===== src/rtl/muldiv_iter_unit.sv =====
// Multi-cycle RV64M multiply/divide unit: shift-add multiply, restoring divide, one step per cycle.
// Optional MULDIV_FAST_MUL_EN swaps the multiply loop for a single-cycle combinational multiplier.
module muldiv_iter_unit #(
  parameter int unsigned XLEN = 64,
  parameter int unsigned RD_W = 5
) (
  input  logic            clk,
  input  logic            reset,
  input  logic            in_valid,
  output logic            in_ready,
  input  logic [2:0]      funct3,
  input  logic            is_word,
  input  logic [XLEN-1:0] rs1_val,
  input  logic [XLEN-1:0] rs2_val,
  input  logic [RD_W-1:0] rd_in,
  input  logic            flush,
  output logic            out_valid,
  input  logic            out_ready,
  output logic [XLEN-1:0] out_data,
  output logic [RD_W-1:0] out_rd,
  output logic            busy
);

  localparam int unsigned CW = $clog2(XLEN);

  typedef enum logic [1:0] {S_IDLE, S_MUL, S_DIV, S_DONE} state_t;
  state_t state, state_d;

  logic [XLEN:0]   hi;
  logic [XLEN-1:0] lo, b_q;
  logic [CW-1:0]   cnt;
  logic [1:0]      op_q;
  logic            w_q, neg_q, spec_q;

  function automatic logic [XLEN-1:0] sext32(input logic [31:0] v);
    return XLEN'(signed'(v));
  endfunction

  // Request decode
  logic            accept, w_in, is_mul_in, sa_op, sb_op, sa, sb, neg_in;
  logic            b_zero, ovf, wmulh, special;
  logic [XLEN-1:0] a_ext, b_ext, a_mag, b_mag, spec_val;

  assign accept    = in_valid && in_ready && !flush;
  assign w_in      = (XLEN == 64) && is_word;
  assign is_mul_in = !funct3[2];
  assign sa_op     = (funct3 == 3'b001) || (funct3 == 3'b010) || (funct3 == 3'b100) || (funct3 == 3'b110);
  assign sb_op     = (funct3 == 3'b001) || (funct3 == 3'b100) || (funct3 == 3'b110);

  always_comb begin
    a_ext = rs1_val;
    b_ext = rs2_val;
    if (w_in) begin
      a_ext = sa_op ? sext32(rs1_val[31:0]) : XLEN'(rs1_val[31:0]);
      b_ext = sb_op ? sext32(rs2_val[31:0]) : XLEN'(rs2_val[31:0]);
    end
  end

  assign sa      = sa_op && a_ext[XLEN-1];
  assign sb      = sb_op && b_ext[XLEN-1];
  assign a_mag   = sa ? -a_ext : a_ext;
  assign b_mag   = sb ? -b_ext : b_ext;
  assign neg_in  = (funct3 == 3'b110) ? sa : (sa ^ sb);
  assign b_zero  = (b_ext == '0);
  assign ovf     = funct3[2] && !funct3[0] && (b_ext == '1) &&
                   (a_ext == (w_in ? sext32(32'h8000_0000) : {1'b1, {(XLEN-1){1'b0}}}));
  assign wmulh   = w_in && is_mul_in && (funct3[1:0] != 2'b00);
  assign special = wmulh || (funct3[2] && (b_zero || ovf));

  always_comb begin
    spec_val = '0;
    if (wmulh)       spec_val = '0;
    else if (b_zero) spec_val = funct3[1] ? (w_in ? sext32(rs1_val[31:0]) : rs1_val) : '1;
    else if (ovf)    spec_val = funct3[1] ? '0 : a_ext;
  end

  // One iteration of each algorithm
  logic [XLEN:0]   sum, mh, shifted, dh, nh;
  logic [XLEN+1:0] diff;
  logic [XLEN-1:0] ml, dl, nl;
  logic            ge;

  assign sum     = hi + (lo[0] ? {1'b0, b_q} : '0);
  assign mh      = {1'b0, sum[XLEN:1]};
  assign ml      = {sum[0], lo[XLEN-1:1]};
  assign shifted = {hi[XLEN-1:0], lo[XLEN-1]};
  assign diff    = {1'b0, shifted} - {2'b00, b_q};
  assign ge      = !diff[XLEN+1];
  assign dh      = ge ? diff[XLEN:0] : shifted;
  assign dl      = {lo[XLEN-2:0], ge};
  assign nh      = (state == S_MUL) ? mh : dh;
  assign nl      = (state == S_MUL) ? ml : dl;

  logic [XLEN-1:0] prod_hi, prod_lo;
  logic [31:0]     w32;
`ifdef MULDIV_FAST_MUL_EN
  localparam bit FAST_MUL = 1'b1;
  logic [2*XLEN-1:0] fprod;
  assign fprod   = (2*XLEN)'(b_q) * (2*XLEN)'(lo);
  assign prod_hi = fprod[2*XLEN-1:XLEN];
  assign prod_lo = fprod[XLEN-1:0];
  assign w32     = fprod[31:0];
`else
  localparam bit FAST_MUL = 1'b0;
  assign prod_hi = mh[XLEN-1:0];
  assign prod_lo = ml;
  // A 32-step W multiply leaves its low product word at the top of lo
  assign w32     = ml[XLEN-1 -: 32];
`endif

  // Final-step result: sign correction is folded in so no extra cycle is needed
  logic [XLEN-1:0] mul_res, draw, dsg, div_res, result;
  always_comb begin
    if (w_q)                  mul_res = sext32(w32);
    else if (op_q == 2'b00)   mul_res = prod_lo;
    else if (neg_q)           mul_res = ~prod_hi + XLEN'(prod_lo == '0);
    else                      mul_res = prod_hi;
    draw    = op_q[1] ? dh[XLEN-1:0] : dl;
    dsg     = neg_q ? -draw : draw;
    div_res = w_q ? sext32(dsg[31:0]) : dsg;
    result  = spec_q ? lo : ((state == S_MUL) ? mul_res : div_res);
  end

  always_ff @(posedge clk or negedge reset) begin
    if (!reset) state <= S_IDLE;
    else        state <= state_d;
  end

  always_comb begin
    state_d = state;
    case (state)
      S_IDLE:       if (accept) state_d = is_mul_in ? S_MUL : S_DIV;
      S_MUL, S_DIV: if (cnt == '0) state_d = S_DONE;
      S_DONE:       if (out_ready) state_d = S_IDLE;
      default:      state_d = S_IDLE;
    endcase
    if (flush) state_d = S_IDLE;
  end

  always_ff @(posedge clk or negedge reset) begin
    if (!reset) begin
      hi       <= '0;
      lo       <= '0;
      b_q      <= '0;
      cnt      <= '0;
      op_q     <= '0;
      w_q      <= 1'b0;
      neg_q    <= 1'b0;
      spec_q   <= 1'b0;
      out_data <= '0;
      out_rd   <= '0;
    end else if (accept) begin
      hi     <= '0;
      op_q   <= funct3[1:0];
      w_q    <= w_in;
      neg_q  <= neg_in;
      spec_q <= special;
      out_rd <= rd_in;
      b_q    <= is_mul_in ? a_mag : b_mag;
      if (special)        lo <= spec_val;
      else if (is_mul_in) lo <= b_mag;
      else                lo <= w_in ? (a_mag << (XLEN-32)) : a_mag;
      if (special || (FAST_MUL && is_mul_in)) cnt <= '0;
      else cnt <= w_in ? CW'(31) : CW'(XLEN-1);
    end else if (state == S_MUL || state == S_DIV) begin
      hi  <= nh;
      lo  <= nl;
      cnt <= cnt - 1'b1;
      if (cnt == '0) out_data <= result;
    end
  end

  assign in_ready  = (state == S_IDLE);
  assign out_valid = (state == S_DONE);
  assign busy      = (state != S_IDLE);

endmodule


===== config.mk =====
export PLATFORM = sky130hd
export DESIGN_NAME = muldiv_iter_unit
export DESIGN_NICKNAME = d
export VERILOG_FILES = /design/src/rtl/muldiv_iter_unit.sv
export SDC_FILE = /design/constraint.sdc
export NUM_CORES = 2
export LEC_CHECK = 0
export ABC_CLOCK_PERIOD_IN_PS = 7900
export CAP_MARGIN = 0
export CORE_MARGIN = 2
export CORE_UTILIZATION = 55
export CTS_CLUSTER_DIAMETER = 40
export DETAILED_ROUTE_END_ITERATION = 16
export PLACE_DENSITY = 0.75
export SETUP_SLACK_MARGIN = 0.15
export SLEW_MARGIN = 20
export SYNTH_ARGS = -nofsm -noshare
export SYNTH_HDL_FRONTEND = slang
export SYNTH_SLANG_ARGS = --single-unit

===== constraint.sdc =====
create_clock -name clk -period 7.9 [get_ports clk]
set_input_delay 0.79 -clock clk [delete_from_list [all_inputs] [get_ports clk]]
set_output_delay 0.79 -clock clk [all_outputs]
set_load 0.02 [all_outputs]

==> results.md <==
Global route:
- The pin count of the biggest net entering global routing is 143.
- For this run, the total global-route usage over all layers was measured as 0.5115.
- The overall overflow remaining after global route is 0.
- The via count of the first global-routing pass is 37450.
- The initial antenna violation count is 8.
- The first global-routing pass estimated 244000 um of wire.

STA:
- The final count of pins violating max slew is 0.
- Dividing the final minimum period by the clock period gives 0.9374.
- The hold violation count in the final report was 0.
- Timing would allow up to 135.0 MHz.
- For the final routed database, the setup TNS stands at 0 ns.
- The minimum clock period after layout is 7.405 ns.
- Setup violations remaining at the end of the flow were counted as 0.
- At the pin with the least slew margin, the transition time is 1.301 ns.
- The worst pin sits at a relative slew slack of 0.1213.
- Setup repair after global routing left no endpoint under its margin.
- The worst slack on hold paths is 0.1614 ns.
- The worst-case clock skew is 0.02807 ns.

Critical path:
- STA classifies the critical path endpoint as a register.
- The signal on the critical path passes through buf_4 > and2_1 > ha_1 > a21oi_1 > o211ai_1 > a211oi_1 > o21ai_0 > a221oi_1 > xnor2_1 > nand2b_1 > or4_1 > or4_1 > or3_1 > nor4_1 > nor3_1 > o21ai_0 > nand4_1 > a32o_1.
- For this run, the slowest stage of the critical path takes 1.04 ns.
- The worst setup path is launched from a register.
- The critical path is of the reg -> reg type.
- The maximum fanout count along the critical path is 28.
- On the critical path, the stage with the largest delay is an instance of a221oi_1.
- Together, buffers and inverters on the worst path number 1.
- Among cell families on the critical path, the largest total delay comes from simple AND/OR/NAND/NOR gates.
- STA puts the critical path data required time at 8.42 ns.
- The reg-to-reg setup timing slack is 0.49 ns.
- The data arrival time at the worst-slack endpoint is 7.93 ns.

Cells and area:
- The post-route core utilization is 0.6286.
- The layout net count is 5196.
- The growth of design area from synthesis to finish is 13.19%.
- The fraction of layout cells with a size suffix above 1 is 0.06493.
- The commonest non-fill, non-tap cell in the layout is a21oi_1.
- The top cell types in the final layout, fill and taps aside, are a21oi_1, nor2_1, nand2_1, o21ai_0, dfrtp_1.
- The final instance count without filler cells is 5798.
- Fill cells in the final layout number 5783.

CTS:
- The post-CTS setup repair buffer count is 0.
- Buffers inserted during clock tree synthesis total 54.
- The count of clock tree sinks is 275.
- TritonCTS built the clock tree.
- The hold buffer count at CTS is 0.
- For the worst-skew pair, the clock arrives at the later sink with an insertion delay of 0.64 ns.
- The longest clock path from root to sink contains 3 buffers.
- The number of H-tree branching levels is 2.
- The clock root buffer is clkbuf_16.
- In this run, post-CTS repair resized a total of 0 instances.
- Clock-pin slew was measured on the worst setup and hold paths at 0.06 ns.

Floorplanning:
- The chip width is 253.4 um.
- The starting utilization of the core area is 0.5554.
- The die covers 64210 um^2.
- The vertical die dimension is 253.4 um.
- The area of the core region is 61600 um^2.
- In this run the count of I/O pins placed on the die edge is 214.
- After floorplanning, the core was divided into 91 placement rows.

Route:
- The routed wirelength normalized by instance count is 29.09 um.
- The detailed-route vias per instance is 7.057.
- The post-detailed-route count of antenna-violating nets is 0.
- In this run, the number of DRC markers left after iteration 0 of detailed routing was 5939.
- The total iterations of the first detailed-routing run is 9.
- The overall via count from detail_route is 40920.
- After detailed routing, the number of remaining DRC violations is 0.
- For this block, the routed nets add up to 168600 um of wire.

Placed design:
- Port buffering added 213 buffers.
- The post-DP HPWL is 128200 um.
- The number of placed instances, taps included, is 5694.
- The weighted congestion at the end of routability-driven global placement is 1.121.

Synth:
- The flip-flop cell with the highest count after synthesis is dfrtp_1.
- Counting flops with a built-in enable in the synthesized netlist gives 0.
- The post-synthesis instance area is 34210 um^2.
- Synthesis produced 4907 cells.
- After synthesis, the netlist uses 100 different library cells.
- Counting flops with an async set or reset pin after synthesis yields a share of 1.000.
- The number of synthesized register bits is 275.
- The average cell area after synthesis is 6.972 um^2.
- The fraction of the yosys area taken by sequential cells is 0.2012.
- When the netlist entered floorplanning its net count stood at 5190.
- Yosys printed 0 warnings.

Outcome:
- The run finished with clean final reports.

Min path:
- The min-delay analysis places its worst path in the category in -> async.

Flow run:
- Max-cap violations in this run came to 0.
==> worst paths after layout <==
kind | from | end | cells after the start
worst min register to register | out_rd[4]$_DFFE_PN0P_ | out_rd[4]$_DFFE_PN0P_ | 2
min in group clk | out_rd[4]$_DFFE_PN0P_ | out_rd[4]$_DFFE_PN0P_ | 2
worst max register to register | lo[0]$_DFFE_PN0P_ | out_data[63]$_DFFE_PN0P_ | 18
worst max-delay path | lo[0]$_DFFE_PN0P_ | out_data[63]$_DFFE_PN0P_ | 18
worst min-delay path | reset | b_q[55]$_DFFE_PN0P_ | 1
max in group asynchronous | reset | neg_q$_DFFE_PN0P_ | 2
==> layout make-up <==
cell class / instances / area [um^2] / area share
Multi-Input combinational cell: 4132 / 25340 / 0.6543
Sequential cell: 275 / 6889 / 0.1779
Clock inverter: 39 / 564.3 / 0.01457
Timing Repair Buffer: 318 / 2955 / 0.07632
Antenna cell: 2 / 5.005 / 0.0001292
Clock buffer: 63 / 1425 / 0.03680
Inverter: 132 / 500.5 / 0.01292
Tap cell: 837 / 1047 / 0.02705
==> worst reg2reg max path, cell delays in order, from the launching register on <==
cell and delay, ns:
dfrtp_1 0.89, buf_4 0.41, and2_1 0.19, ha_1 0.37, a21oi_1 0.23, o211ai_1 0.18
a211oi_1 0.31, o21ai_0 0.36, a221oi_1 1.04, xnor2_1 0.41, nand2b_1 0.25, or4_1 0.55
or4_1 0.57, or3_1 0.54, nor4_1 0.36, nor3_1 0.08, o21ai_0 0.17, nand4_1 0.12
a32o_1 0.27
==> per-stage QoR <==
step	cell area [um^2]	setup WS (ns)
detailed placement	36700	0.9381
floorplan	34210	2.335
global route	38720	0.3824
CTS	38690	0.9334
global placement	36700	1.144
finish	38720	0.4947
==> flip-flops by register name, indices dropped and copies added, names as in the netlist <==
register  cells
hi           65
b_q          64
lo           64
out_data     64
cnt           6
out_rd        5
op_q          2
state         2
neg_q         1
spec_q        1
w_q           1
==> cells by family (layout without fill, tap and decap cells) <==
| kind of cell | after synthesis | count (layout) | share of synthesized area |
|---|---|---|---|
| AOI/OAI and AO/OA | 1813 | 1813 | 0.3315 |
| and+or+nand+nor | 1739 | 1739 | 0.2366 |
| buffers and inverters | 500 | 552 | 0.06177 |
| xor gates and xnor gates | 324 | 324 | 0.08295 |
| DFF | 275 | 275 | 0.2012 |
| adders and majority gates | 141 | 141 | 0.05201 |
| muxes | 115 | 115 | 0.03401 |
| other | 0 | 2 | 0 |
==> layer usage <==
layer | part of all wire | vias up | wire, um | GRT usage
met5 | 0.00024 | - | 41 | 0
met1 | 0.36 | 19030 | 60490 | 0.6223
met3 | 0.14 | 748 | 23630 | 0.1771
met4 | 0.10 | 6 | 17350 | 0.4318
met2 | 0.40 | 3080 | 67130 | 0.7200
li1 | - | 18050 | - | -
==> Yosys cell counts (32+ instances only) <==
cell type	n	share of area
a21oi_1	640	0.094
nor2_1	558	0.061
nand2_1	507	0.056
o21ai_0	390	0.057
clkbuf_1	281	0.031
dfrtp_1	275	0.20
xnor2_1	165	0.042
xor2_1	159	0.041
ha_1	139	0.051
inv_1	128	0.014
a211oi_1	119	0.026
nor3_1	106	0.016
mux2i_1	105	0.031
nand3_1	97	0.014
and2_1	89	0.016
nand4_1	85	0.016
o211ai_1	75	0.016
a31oi_1	72	0.013
o31ai_1	63	0.014
a21o_1	62	0.014
nor4_1	62	0.011
o22ai_1	47	0.0086
and3_1	43	0.0079
or3_1	38	0.0069
nor2b_1	36	0.0066
buf_1	32	0.0035
Power is left out: the tool's default activity adds up to more than one toggle a clock period on the data nets, which glitch-free logic cannot reach.
